$ cat src/rtl/ex_advint_ctrl.sv
// Sequencing controller for the advanced integer unit (MUL/MULU/DIV/DIVU).
// Holds operands stable for a fixed op-dependent cycle count, then captures and hands off both result halves.
module ex_advint_ctrl #(
   parameter int MUL_CYCLES = 4,
   parameter int DIV_CYCLES = 16,
   parameter int TAG_W      = 6
) (
   input  logic             clk,
   input  logic             rst_n,
   input  logic             flush,
   input  logic             issue_valid,
   output logic             issue_ready,
   input  logic [2:0]       issue_unit,
   input  logic [1:0]       issue_op,
   input  logic [63:0]      issue_in1,
   input  logic [63:0]      issue_in2,
   input  logic [TAG_W-1:0] issue_rd,
   input  logic [TAG_W-1:0] issue_rd2,
   output logic             au_enable,
   output logic [2:0]       au_unit,
   output logic [1:0]       au_op,
   output logic [63:0]      au_in1,
   output logic [63:0]      au_in2,
   input  logic [63:0]      au_out,
   input  logic [63:0]      au_out2,
   output logic             res_valid,
   input  logic             res_ready,
   output logic [63:0]      res_data,
   output logic [63:0]      res_data2,
   output logic [TAG_W-1:0] res_rd,
   output logic [TAG_W-1:0] res_rd2,
   output logic             res_dbz,
   output logic             busy
);

   localparam int MAX_CYCLES = (MUL_CYCLES > DIV_CYCLES) ? MUL_CYCLES : DIV_CYCLES;
   localparam int CNT_W      = (MAX_CYCLES > 1) ? $clog2(MAX_CYCLES) : 1;
   localparam logic [CNT_W-1:0] MUL_LOAD = CNT_W'(MUL_CYCLES - 1);
   localparam logic [CNT_W-1:0] DIV_LOAD = CNT_W'(DIV_CYCLES - 1);
   localparam logic [2:0]  UNIT_ID  = 3'h4;
   localparam logic [63:0] INT_MIN  = 64'h8000_0000_0000_0000;

   typedef enum logic [1:0] {
      ST_IDLE = 2'd0,
      ST_RUN  = 2'd1,
      ST_DONE = 2'd2
   } state_e;

   state_e             state_q, state_d;
   logic [CNT_W-1:0]   cnt_q, cnt_d;
   logic [1:0]         op_q, op_d;
   logic [63:0]        in1_q, in1_d;
   logic [63:0]        in2_q, in2_d;
   logic [TAG_W-1:0]   rd_q, rd_d;
   logic [TAG_W-1:0]   rd2_q, rd2_d;
   logic [63:0]        data_q, data_d;
   logic [63:0]        data2_q, data2_d;
   logic               dbz_q, dbz_d;

   logic accept;
   logic is_div;
   logic div_by_zero;
   logic div_overflow;

   assign issue_ready  = (state_q == ST_IDLE) & ~flush;
   assign accept       = issue_valid & issue_ready & (issue_unit == UNIT_ID);
   assign is_div       = issue_op[1];
   assign div_by_zero  = is_div & (issue_in2 == 64'd0);
   // Only signed DIV can overflow: INT_MIN / -1 has no representable quotient.
   assign div_overflow = (issue_op == 2'd2) & (issue_in1 == INT_MIN) & (issue_in2 == '1);

   always_comb begin
      state_d = state_q;
      cnt_d   = cnt_q;
      op_d    = op_q;
      in1_d   = in1_q;
      in2_d   = in2_q;
      rd_d    = rd_q;
      rd2_d   = rd2_q;
      data_d  = data_q;
      data2_d = data2_q;
      dbz_d   = dbz_q;

      case (state_q)
         ST_IDLE: begin
            if (accept) begin
               op_d  = issue_op;
               in1_d = issue_in1;
               in2_d = issue_in2;
               rd_d  = issue_rd;
               rd2_d = issue_rd2;
               cnt_d = is_div ? DIV_LOAD : MUL_LOAD;
               if (div_by_zero) begin
                  data_d  = '1;
                  data2_d = issue_in1;
                  dbz_d   = 1'b1;
                  state_d = ST_DONE;
               end else if (div_overflow) begin
                  data_d  = INT_MIN;
                  data2_d = '0;
                  dbz_d   = 1'b0;
                  state_d = ST_DONE;
               end else begin
                  state_d = ST_RUN;
               end
            end
         end
         ST_RUN: begin
            if (cnt_q == '0) begin
               data_d  = au_out;
               data2_d = au_out2;
               dbz_d   = 1'b0;
               state_d = ST_DONE;
            end else begin
               cnt_d = cnt_q - CNT_W'(1);
            end
         end
         ST_DONE: begin
            if (res_ready) state_d = ST_IDLE;
         end
         default: state_d = ST_IDLE;
      endcase

      // Flush wins over both a new issue and a writeback handshake.
      if (flush) state_d = ST_IDLE;
   end

   always_ff @(posedge clk or negedge rst_n) begin
      if (!rst_n) begin
         state_q <= ST_IDLE;
         cnt_q   <= '0;
         op_q    <= '0;
         in1_q   <= '0;
         in2_q   <= '0;
         rd_q    <= '0;
         rd2_q   <= '0;
         data_q  <= '0;
         data2_q <= '0;
         dbz_q   <= 1'b0;
      end else begin
         state_q <= state_d;
         cnt_q   <= cnt_d;
         op_q    <= op_d;
         in1_q   <= in1_d;
         in2_q   <= in2_d;
         rd_q    <= rd_d;
         rd2_q   <= rd2_d;
         data_q  <= data_d;
         data2_q <= data2_d;
         dbz_q   <= dbz_d;
      end
   end

   assign au_enable = (state_q == ST_RUN);
   assign au_unit   = UNIT_ID;
   assign au_op     = op_q;
   assign au_in1    = in1_q;
   assign au_in2    = in2_q;
   assign res_valid = (state_q == ST_DONE);
   assign res_data  = data_q;
   assign res_data2 = data2_q;
   assign res_rd    = rd_q;
   assign res_rd2   = rd2_q;
   assign res_dbz   = dbz_q;
   assign busy      = (state_q != ST_IDLE);

endmodule

$ cat config.mk
export PLATFORM = sky130hd
export DESIGN_NAME = ex_advint_ctrl
export DESIGN_NICKNAME = d
export VERILOG_FILES = /design/src/rtl/ex_advint_ctrl.sv
export SDC_FILE = /design/constraint.sdc
export NUM_CORES = 1
export LEC_CHECK = 0
export ABC_AREA = 1
export BUFFER_PORTS_ARGS = -buffer_cell sky130_fd_sc_hd__buf_2
export CAP_MARGIN = 20
export CORE_AREA = 5 5 214 216
export CTS_CLUSTER_DIAMETER = 40
export DETAILED_ROUTE_END_ITERATION = 10
export DIE_AREA = 0 0 219 221
export SLEW_MARGIN = 20
export SYNTH_ARGS = -nofsm -noshare
export SYNTH_HDL_FRONTEND = slang
export SYNTH_SLANG_ARGS = --single-unit
$ cat constraint.sdc
create_clock -name clk -period 3.34 [get_ports clk]
set_input_delay 0.668 -clock clk [delete_from_list [all_inputs] [get_ports clk]]
set_output_delay 0.668 -clock clk [all_outputs]
set_load 0.01 [all_outputs]
Yosys cells after proc, flatten, opt, wreduce, memory -nomap -nowiden
Cells that the tools add are included.
W data, S select, Z words.
{ "word_totals": {"elab_cells": 66, "output_inout_bits": 278, "regBits": 277, "inputBits": 278} }
{ "classes": {"mux": 26, "reduce_logical": 9, "n_addsub": 1, "bitwise": 7, "eq_ne": 13} }
{ "ops": {"columns": ["operator", "count"], "rows": [
  ["$mux W64", 8],
  ["$pmux W64 S2", 2],
  ["$eq A64 B64 Y1 const B", 2],
  ["$logic_not A64 Y1", 1],
  ["$mux W2", 6],
  ["$mux W4", 3],
  ["$pmux W4 S2", 1],
  ["$and A1 B1 Y1", 6],
  ["$ne A3 B2 Y1 const B", 2],
  ["$ne A3 B3 Y1 const B", 2],
  ["$pmux W2 S3", 1],
  ["$reduce_and A3 Y1", 2],
  ["$eq A2 B2 Y1 const B", 2],
  ["$logic_not A4 Y1", 1],
  ["$mux W1", 4],
  ["$ne A2 B2 Y1 const B", 2],
  ["$reduce_and A4 Y1", 1],
  ["$reduce_bool A2 Y1", 2],
  ["$sub A4 B1 Y4 const B", 1],
  ["$eq A3 B3 Y1 const B", 1],
  ["$eq A2 B1 Y1 const B", 1],
  ["$logic_not A2 Y1", 1],
  ["$ne A2 B1 Y1 const B", 1],
  ["$pmux W1 S2", 1],
  ["2 further kinds", 2]
]} }

Longest topological paths before layout
Gate-level depths: netlist (run 1).
{ "depth": {"ltp_word": 8, "ltp_mapped": 14} }

Worst setup path before layout (run 1)
OpenSTA, ideal clock, no wires.
{ "synth_path": {"path_kind": "input -> register", "startpoint": "input port issue_in2[0]", "endpoint": "register data_q[53] (netlist: res_data[53])", "arrival_ns": 1.808, "setup_slack_ns": 1.415, "cell_stages": 12, "path_buffers": 2, "cell_sequence": "nor2_1 nand3_1 nor2_1 nand2_1 nor2_1 nand2_1 nand3_2 nand2_1 buf_2 buf_2 nand2_1 nand2_1"} }
{ "synth_via": {"elab_chain_cells": 5, "elab_cells_between_ends": 9, "cone_classes": "eq/ne: 2; mux: 3; bitwise: 2; reduce/logical: 2"} }
{ "synth_lines": {"columns": ["item", "line_no", "text"], "rows": [
  ["start: declaration", "16", "input logic [63:0] issue_in2,"],
  ["$logic_not A64 Y1", "68", "assign div_by_zero = is_div & (issue_in2 == 64'd0);"],
  ["$and A1 B1 Y1", "68", null],
  ["$mux W64", "93", "if (div_by_zero) begin"],
  ["$mux W64", "86", "if (accept) begin"],
  ["$pmux W64 S2", "84", "case (state_q)"],
  ["end signal: assignment", "148", "data_q <= data_d;"],
  ["end: declaration", "56", "logic [63:0] data_q, data_d;"]
]} }
Parallel ways exist; a longest one is shown, timed or not. The select of a mux whose other input is x is not followed.
A chain may end at the register's enable or synchronous reset.

Worst setup path after layout (run 1)
{ "layout_path": {"startpoint": "register cnt_q[0]", "endpoint": "register data_q[17] (netlist: res_data[17])"} }
{ "layout_via": {"elab_chain_cells": 3} }
{ "layout_lines": {"columns": ["item", "line_no", "text"], "rows": [
  ["start: declaration", "50", "logic [CNT_W-1:0] cnt_q, cnt_d;"],
  ["start signal: assignment", "142", "cnt_q <= cnt_d;"],
  ["$logic_not A4 Y1", "109", "if (cnt_q == '0) begin"],
  ["$ne A2 B1 Y1 (no source line)", null, null],
  ["$reduce_and A4 Y1 (no source line)", null, null]
]} }
Every way passes these cells.

==> results.md, run 1 <==
- Yosys warning total: 0
- Synthesis-stage register bit count: 277
- Drt total wl: 55400 um
- Count leader, synth: nand2_1
- CP Capture Type: flop
- Post-DR vias/cell: 4.79
- Crit path capture: res_data[17]
- Row count: 77
- Final #Nets: 2548
- Mapped Area: 13100 um2
- # port buffers: 552
- CP Class: flop to flop
- Worst-Margin Slew: 1.10 ns
- R2R setup slack: 0.52 ns
- CTS tree: done
- CTS Buf Count: 50
- GPL Wtd Cong: 0.891
- All-layer global routing usage: 21.9%
- Syn-to-layout area delta: 39.0%
- Top_reg_cell synth: dfrtp_1
- Area contributors post-synth: dfrtp_1 (53%), nand2_1 (19%), nor2_1 (7.7%), nand3_1 (5.8%), nand4_1 (3.7%)
- Core area: 43700 um2
- Number of global-route vias before repair: 13762
- Largest area contributor in the netlist: dfrtp_1
- R2r startpoint: cnt_q[0]
- Drt wl/cell: 19.1 um
- Share of post-route cells with drive strength above 1: 29.4%
- Die X: 219 um
- Compound-cell area share of the yosys netlist: 3.64%
- Antenna violations before repair: 8
- Power Dens Cells: 840 nW/um2
- Sequential-to-total area share from yosys stat: 52.8%
- Pin count of the biggest net entering global routing: 160
- Critical path fanouts, max: 68
- Minimum clock period: 2.82 ns
- Largest family of logic cells by synthesized area: simple AND/OR/NAND/NOR gates
- Clk slew on worst S/H paths: 0.05 ns
- Register area: 6930 um2
- RSZ-0062 raised after global routing: no
- Die area: 48400 um2
- Fillers: 4635
- Drc violations: 0
- Clock latency on the worst-skew pair: 0.57 ns
- Simple-Gate Fraction of Synth Area: 36.6%
- Hold Path Class: input pin to async pin
- Non-Filler Instances: 2907
- Async SR Flop Fraction: 100%
- # hold bufs at CTS: 0
- Placed insts: 2809
- Max frequency: 354 MHz
- Die Ht: 221 um
- Final HPWL DP: 39700 um
- Total gr overflow: 0
- RR Endpoint: res_data[17]
- Via count: 13926
- Critical Path AT: 3.26 ns
- Data required time of the worst path: 3.78 ns
- Adder-Cell Fraction of Synth Area: 0.0953%
- Syn Area/Cell: 7.48 um2
- Multiplexer share of the synthesized area: 0%
- Setup_tns: 0 ns
- Final Cycle Share: 84.5%
- H-tree levels: 2
- Hold WS: 0.157 ns
- Cells after synthesis: 1756
- Initial Util: 30.0%
- EDFF count, synth: 0
- Bufs on Longest Clock Path: 3
- Detailed Route Iter0 Violations: 1255
- Count of unique library cells instantiated by Yosys: 24
- Worst setup startpoint: cnt_q[0]
- Final setup skew: 0.0179 ns
- Relative slew margins: 26.7%
- CTS Sinks: 277
- Area share of the largest cell type after synthesis: 52.8%
- Antenna viol nets, final: 0
- Commonest cells post-synth: nand2_1 (660), dfrtp_1 (277), nor2_1 (269)
- Drt first pass iters: 6
- Crit path launch type: flop
- Slew Viols, Final: 0
- Post-Synth XOR/XNOR Area: 0%
- Global-route wire length before repair: 83000 um
- Multi-input logic area: 5370 um2
- Maximum capacitance violations: 0
- Finished Core Util: 41.7%
- Worst VDD drop: 463 uV
- Post-CTS setup repair buffer count: 0
- IO Count: 556
- Reg2Reg Depth: 10
- Outcome: finished clean
- Final setup viols: 0
- Final hold vios: 0
- Static leakage: 10.7 nW
- Clk root buf: clkbuf_16
- Resized cells post-CTS: 0
-- cell type report --
class | instances | area share [%]
Multi-Input combinational cell | 1265 | 29.4
Antenna cell | 5 | 0.0685
Clock inverter | 33 | 2.24
Timing Repair Buffer | 575 | 16.7
Tap cell | 592 | 4.06
Clock buffer | 60 | 7.44
Sequential cell | 277 | 38.0
Inverter | 100 | 2.06
-- sequential cells by signal (all words and copies together) (netlist names) --
name       flops
au_in1        64
au_in2        64
res_data2     64
res_data      64
res_rd2        6
res_rd         6
cnt_q          4
au_op          2
state_q        2
res_dbz        1
-- worst min-delay path by stage --
stage	from	endpoint	slack [ns]	cells past startpoint
6_report	rst_n	res_data[15]	0.16	1
5_1_grt	rst_n	res_data[15]	0.20	1
4_1_cts	rst_n	res_data[15]	0.15	1
3_5_place_dp	res_data[46]	res_data[46]	0.45	2
3_3_place_gp	res_data[61]	res_data[61]	0.45	2
2_1_floorplan	rst_n	au_in1[0]	0.37	0
-- critical path, cell delays in order, from the launching register on --
cell     delay (ns)
dfrtp_1        0.35
inv_1          0.11
ha_1           0.18
inv_1          0.04
nor2_1         0.11
nand2_1        0.13
o21ai_4        0.86
nand2_4        0.37
buf_12         0.32
nand2_1        0.10
nand2_1        0.07
-- cell families after synthesis --
| logic type | after synthesis |
|---|---|
| adder cells (fa/ha/maj) | 1 |
| AND/OR/NAND/NOR | 1168 |
| buffers and inverters | 215 |
| AO/OA/AOI/OAI | 93 |
| other | 2 |
| flip-flops | 277 |
-- where the power goes --
part           internal [W]  switching (W)
combinational       0.00168        0.00312
sequential          0.00455       0.000689
clock               0.00346        0.00183
-- per-layer routing --
| layer | up-vias | part of all wire (%) | global-route usage, % |
|---|---|---|---|
| li1 | 6588 | - | - |
| met1 | 6576 | 40 | 27.4 |
| met2 | 634 | 48 | 36.5 |
| met3 | 122 | 8.0 | 5.49 |
| met4 | 6 | 3.8 | 8.55 |
| met5 | - | 0.085 | 0 |
-- cells in the final DEF, fill, tap and decap left out, types with 2 or more instances in the layout --
master / n
o21ai_0: 85
bufinv_16: 7
clkbuf_1: 3
buf_4: 14
clkinv_2: 9
nor2_1: 267
a21oi_1: 2
dfrtp_1: 277
inv_2: 2
nor3_1: 2
clkinv_4: 5
buf_2: 551
nor2_4: 3
conb_1: 3
inv_6: 7
a31oi_1: 3
inv_1: 97
nand4_1: 78
nand2_1: 659
nand3_1: 152
clkinvlp_4: 5
buf_12: 9
clkbuf_16: 50
clkbuf_8: 7
diode_2: 5
nand4_4: 2
-- through the flow --
step | setup WS, ns | area, um2 | total power, W
5_1_grt | 0.303 | 18300 | 0.0163
3_5_place_dp | 0.407 | 16500 | 0.0101
6_report | 0.518 | 18300 | 0.0153
3_3_place_gp | 0.401 | 16500 | 0.0100
2_1_floorplan | 1.42 | 13100 | 0.00765
4_1_cts | 0.436 | 18200 | 0.0155
Power figures use the tool's default switching activity.
==> run 2: changes to the inputs <==
Settings changed: CORE_AREA 5 5 214 216 to 5 5 216 218, DIE_AREA 0 0 219 221 to 0 0 221 223.
Clock period 3.34 ns to 2.8 ns, I/O delays scaled along.
==> run 2 against run 1 <==
  * Register-to-register slack improved by 0.15 ns
  * Cell count grew 0.86%
  * Combinational power grew 24%
  * Sequential share of layout area down 0.57 points
  * Setup slack worse by 0.18 ns
  * Non-clock buffer count grew 15
  * Critical path type is now flop to primary output
  * Highest routed layer is now met4
==> results.md, run 2 (synthesis gave the netlist of run 1 again) <==
- Outcome: finished clean
- Crit path launch type: flop
- Bufs on Longest Clock Path: 3 (unchanged)
- Final Cycle Share: 87.9%
- IO Count: 556 (unchanged)
- All-layer global routing usage: 21.3% (-0.59 points)
- Final setup skew: 0.0171 ns (-0.000789 ns)
- Drt first pass iters: 5 (-1)
- Hold Path Class: input pin to flop
- Final hold vios: 0 (unchanged)
- Antenna violations before repair: 7 (-1)
- CP Class: flop to primary output
- Leading cell types in the layout, fill and taps excluded: nand2_1 (659), buf_2 (551), dfrtp_1 (277)
- CTS Buf Count: 50 (unchanged)
- Final #Nets: 2563 (+0.59%)
- Total power draw: 0.0184 W (+20%)
- Drt wl/cell: 18.8 um (-1.5%)
- Non-Filler Instances: 2932 (+0.86%)
- H-tree levels: 2 (unchanged)
- Final setup viols: 0 (unchanged)
- GPL Wtd Cong: 0.902 (+1.3%)
- CTS tree: done
- Via count: 14013 (+0.62%)
- Initial Util: 29.4% (-0.64 points)
- Static leakage: 10.8 nW (+0.94%)
- Slowest stage delay, CP: 0.44 ns (-0.42 ns)
- Worst-Margin Slew: 0.819 ns (-0.277 ns)
- Die X: 221 um (+0.91%)
- Maximum capacitance violations: 0 (unchanged)
- RSZ-0062 raised after global routing: no
- Power Dens Cells: 995 nW/um2 (+18%)
- Slew Viols, Final: 0 (unchanged)
- Share of post-route cells with drive strength above 1: 29.7% (+0.33 points)
- Relative slew margins: 45.4% (+19 points)
- Worst VDD drop: 650 uV (+41%)
- # port buffers: 552 (unchanged)
- Drt total wl: 55000 um (-0.62%)
- Commonest non-fill, non-tap cell in the layout: nand2_1
- Resized cells post-CTS: 0 (unchanged)
- Clock latency on the worst-skew pair: 0.57 ns (about the same)
- Max frequency: 406 MHz
- Row count: 78 (+1.3%)
- Minimum clock period: 2.46 ns
- Fillers: 4635 (unchanged)
- R2R setup slack: 0.67 ns (+0.15 ns)
- Drc violations: 0 (unchanged)
- Number of global-route vias before repair: 13827 (+0.47%)
- Antenna viol nets, final: 0 (unchanged)
- R2r startpoint: state_q[1]
- Total gr overflow: 0 (unchanged)
- RR Endpoint: res_data[16]
- Core area: 44700 um2 (+2.2%)
- Final HPWL DP: 40000 um (+0.67%)
- Pin count of the biggest net entering global routing: 134 (-16%)
- DP Worst Slack: 0.321 ns (-0.0864 ns)
- Setup_tns: 0 ns (unchanged)
- Crit path capture: au_enable
- Critical Path AT: 1.90 ns (-1.36 ns)
- Critical path, cell by cell: nor2_4 > buf_12 > buf_2
- Post-DR vias/cell: 4.78 (-0.23%)
- CP Capture Type: primary output
- Clk root buf: clkbuf_16
- Clk slew on worst S/H paths: 0.05 ns (about the same)
- Worst setup startpoint: state_q[1]
- Placement-stage cell area: 16800 um2 (+1.7%)
- Critical-path top delay cell: dfrtp_1
- Reg2Reg Depth: 8 (-2)
- Detailed Route Iter0 Violations: 1169 (-6.9%)
- Die area: 49300 um2 (+1.8%)
- Data required time of the worst path: 2.24 ns (-1.54 ns)
- Die Ht: 223 um (+0.90%)
- Fin area: 18500 um2 (+1.5%)
- CTS Sinks: 277 (unchanged)
- Worst setup margin: 0.338 ns (-0.180 ns)
- Critical path fanouts, max: 133 (+96%)
- Placed insts: 2831 (+0.78%)
- Syn-to-layout area delta: 41.1%
- Global-route wire length before repair: 83100 um (+0.12%)
[run 2: cell types whose count changed in the layout (fill, tap and decap cells not counted), sizes merged]
| cell | change |
|---|---|
| clkinvlp | +5 |
| inv | +1 |
| diode | +2 |
| buf | +14 |
| clkinv | -8 |
| dlygate4sd3 | +1 |
| clkbuf | +5 |
| bufinv | -3 |
[run 2: area by class of cell]
type                            instances  area, um2  area share, %
Clock buffer                           65       1440           7.78
Clock inverter                         28        310           1.67
Antenna cell                            7       17.5         0.0945
Sequential cell                       277       6930           37.4
Timing Repair Buffer                  590       3340           18.0
Inverter                              100        377           2.03
Multi-Input combinational cell       1265       5370           29.0
Tap cell                              600        751           4.05
[run 2: timing repair]
| action | 4_1_cts | 5_1_grt |
|---|---|---|
| buffers inserted | 0 | 0 |
| hold endpoints to repair | 57 | 0 |
| hold buffers | 1 | 0 |
[run 2: report_power, final]
| part | switching (W) | internal [W] |
|---|---|---|
| clock network | 0.00222 | 0.00403 |
| logic | 0.00375 | 0.00218 |
| registers | 0.000827 | 0.00543 |
[run 2: how the worst min path moves through the flow]
stage	slack, ns	end	cells past startpoint	from
after CTS	0.19	res_rd2[4]	3	issue_rd2[4]
after global placement	0.45	res_data[23]	2	res_data[23]
after floorplan	0.26	au_in1[0]	0	rst_n
after detailed placement	0.45	res_data[44]	2	res_data[44]
final	0.22	res_rd2[4]	3	issue_rd2[4]
after global routing	0.22	res_rd2[0]	3	issue_rd2[0]
[run 2: stage by stage]
step                hold WS, ns  util, %
floorplan                 0.264        -
global placement          0.452     37.5
detailed placement        0.454     37.5
CTS                       0.187     41.4
global route              0.215     41.5
finish                    0.225     41.5
[run 2: worst max-delay path: cells and delay by family (launching register included)]
family                 cells  cell delay, ns
buffers and inverters      2            0.67
flip-flops                 1            0.44
AND/OR/NAND/NOR            1            0.17
[run 2: metal layers]
| layer | GRT usage [%] | vias up | routed length (um) | part of all wire [%] |
|---|---|---|---|---|
| li1 | - | 6612 | - | - |
| met1 | 27.6 | 6645 | 22500 | 41 |
| met2 | 34.6 | 636 | 26300 | 48 |
| met3 | 5.42 | 120 | 4190 | 7.6 |
| met4 | 8.08 | 0 | 2100 | 3.8 |
| met5 | 0 | - | 0 | 0 |
==> run 3: changes to the inputs <==
Settings changed: BUFFER_PORTS_ARGS -buffer_cell sky130_fd_sc_hd__buf_2 to -buffer_cell sky130_fd_sc_hd__buf_4, CORE_AREA 5 5 216 218 to 5 5 214 216, DIE_AREA 0 0 221 223 to 0 0 219 221.
Clock period 2.8 ns to 3.1 ns, I/O delays scaled along.
==> run 3 against run 2 <==
  * Setup slack better by 0.10 ns
  * Clock power shrank 17%
  * Core utilization increased by 3.2 points
  * First-iteration DRC count fell by 8.8%
  * Wire length is 2.1% higher
  * Sequential power decreased by 8.9%
  * Largest cell class unchanged
  * Combinational power increased by 2%
  * Highest routed layer is now met5
  * Clock skew is 0.0047 ns higher
  * Critical endpoint unchanged
  * Register-to-register slack better by 0.27 ns
==> results.md, run 3 (synthesis gave the netlist of run 1 again) <==
- Final setup viols: 0 (unchanged)
- Die area: 48400 um2 (-1.8%)
- Static leakage: 11.0 nW (+1.6%)
- Crit path launch type: flop
- Crit path top cell by count: buf_4
- Drt total wl: 56200 um (+2.1%)
- Outcome: finished clean
- CP Class: flop to primary output
- Setup_tns: 0 ns (unchanged)
- # port buffers: 552 (unchanged)
- CP Capture Type: primary output
- GPL Wtd Cong: 0.901 (about the same)
- Maximum capacitance violations: 0 (unchanged)
- Critical Path AT: 2.04 ns (+0.14 ns)
- Final #Nets: 2551 (-0.47%)
- CTS tree: done
- Commonest non-fill, non-tap cell in the layout: nand2_1
- Bufs on Longest Clock Path: 3 (unchanged)
- Initial Util: 30.0% (+0.64 points)
- Clk slew on worst S/H paths: 0.05 ns (about the same)
- Die X: 219 um (-0.90%)
- Worst-Margin Slew: 0.823 ns (+0.00421 ns)
- Share of post-route cells with drive strength above 1: 29.2% (-0.47 points)
- Post-DR vias/cell: 4.75 (-0.61%)
- Placement-stage cell area: 17900 um2 (+7.0%)
- Pin count of the biggest net entering global routing: 100 (-25%)
- Via count: 13780 (-1.7%)
- R2r startpoint: state_q[1]
- All-layer global routing usage: 22.3% (+0.95 points)
- Final hold vios: 0 (unchanged)
- Max frequency: 376 MHz
- Drt first pass iters: 5 (unchanged)
- Critical-path top delay cell: buf_4
- Total gr overflow: 0 (unchanged)
- CTS Sinks: 277 (unchanged)
- Critical path, cell by cell: nor2_4 > buf_4 > buf_4
- Worst setup startpoint: state_q[1]
- Number of global-route vias before repair: 13751 (-0.55%)
- Antenna viol nets, final: 0 (unchanged)
- Slowest stage delay, CP: 0.60 ns (+0.16 ns)
- Critical path fanouts, max: 60 (-55%)
- Hold Path Class: input pin to flop
- Data required time of the worst path: 2.48 ns (+0.24 ns)
- Hold wc startpoint: issue_rd2[2]
- Final HPWL DP: 40800 um (+2.1%)
- RSZ-0062 raised after global routing: no
- H-tree levels: 2 (unchanged)
- Antenna violations before repair: 3 (-4)
- Worst VDD drop: 551 uV (-15%)
- Core area: 43700 um2 (-2.1%)
- Leading cell types in the layout, fill and taps excluded: nand2_1 (659), buf_4 (567), dfrtp_1 (277)
- Final Cycle Share: 85.8%
- Die Ht: 221 um (-0.90%)
- Final setup skew: 0.0219 ns (+0.00474 ns)
- Row count: 77 (-1.3%)
- CTS Buf Count: 47 (-6.0%)
- Syn-to-layout area delta: 48.7%
- Power Dens Cells: 868 nW/um2 (-13%)
- Drt wl/cell: 19.4 um (+3.2%)
- Resized cells post-CTS: 0 (unchanged)
- Relative slew margins: 45.1% (-0.28 points)
- Fin area: 19500 um2 (+5.3%)
- Detailed Route Iter0 Violations: 1066 (-8.8%)
- Global-route wire length before repair: 84700 um (+1.9%)
- Minimum clock period: 2.66 ns
- Clock latency on the worst-skew pair: 0.56 ns (about the same)
- Slew Viols, Final: 0 (unchanged)
- Drc violations: 0 (unchanged)
- IO Count: 556 (unchanged)
- Clk root buf: clkbuf_16
-- run 3: changes by cell type in the layout (fill, tap and decap cells not counted), sizes merged, moves of 3 or more --
cell,delta
clkinv,+3
clkbuf,-3
clkinvlp,-6
buf,-9
diode,-6
-- run 3: cell type report --
cell class | count | area, um2
clock inverters | 23 | 238
multi-input cells | 1265 | 5370
inverters | 100 | 377
flip-flops and latches | 277 | 6930
fillers | 4534 | 24200
well taps | 592 | 741
diodes | 1 | 2.50
clock buffers | 62 | 1340
repair buffers | 581 | 4520
-- run 3: worst paths after layout --
path,end,slack (ns),cells past startpoint
hold reg to reg,res_data2[28],0.47,2
min in group asynchronous,res_data2[34],0.59,2
setup reg to reg,res_data[30],0.94,6
max in group asynchronous,au_in2[56],1.71,3
setup / recovery,au_enable,0.44,3
hold / removal,res_rd2[2],0.29,3
-- run 3: stage by stage --
| step | utilization, % | hold WS, ns | setup slack [ns] | instances | total power [W] |
|---|---|---|---|---|---|
| 6_report | 44.6 | 0.286 | 0.439 | 2901 | 0.0170 |
| 5_1_grt | 44.6 | 0.273 | 0.326 | 2901 | 0.0180 |
| 4_1_cts | 44.6 | 0.242 | 0.334 | 2900 | 0.0172 |
| 3_5_place_dp | 41.0 | 0.460 | 0.447 | 2814 | 0.0119 |
| 3_3_place_gp | 41.0 | 0.456 | 0.452 | 2814 | 0.0118 |
| 2_1_floorplan | - | 0.324 | 1.22 | 1757 | 0.00824 |
-- run 3: power breakdown --
group / internal, W / switching (W)
combinational: 0.00267 / 0.00342
sequential: 0.00491 / 0.000795
clock: 0.00330 / 0.00187
-- run 3: per-layer routing --
metal  wire [um]  share of wire, %  GRT usage (%)
met3        4770               8.5           5.43
met4        2110               3.8           8.35
met2       27200                48           37.5
met1       22100                39           27.7
met5          27             0.048              0
-- run 3: critical path, delay by kind of cell (launching register included) --
family	cells	cell delay [ns]
buf+inv	2	0.85
flops	1	0.44
simple gates	1	0.17
-- run 3: timing repair --
action                    in CTS  in global routing
hold buffers                   1                  0
hold endpoints to repair      44                  0
setup buffers                  0                  0
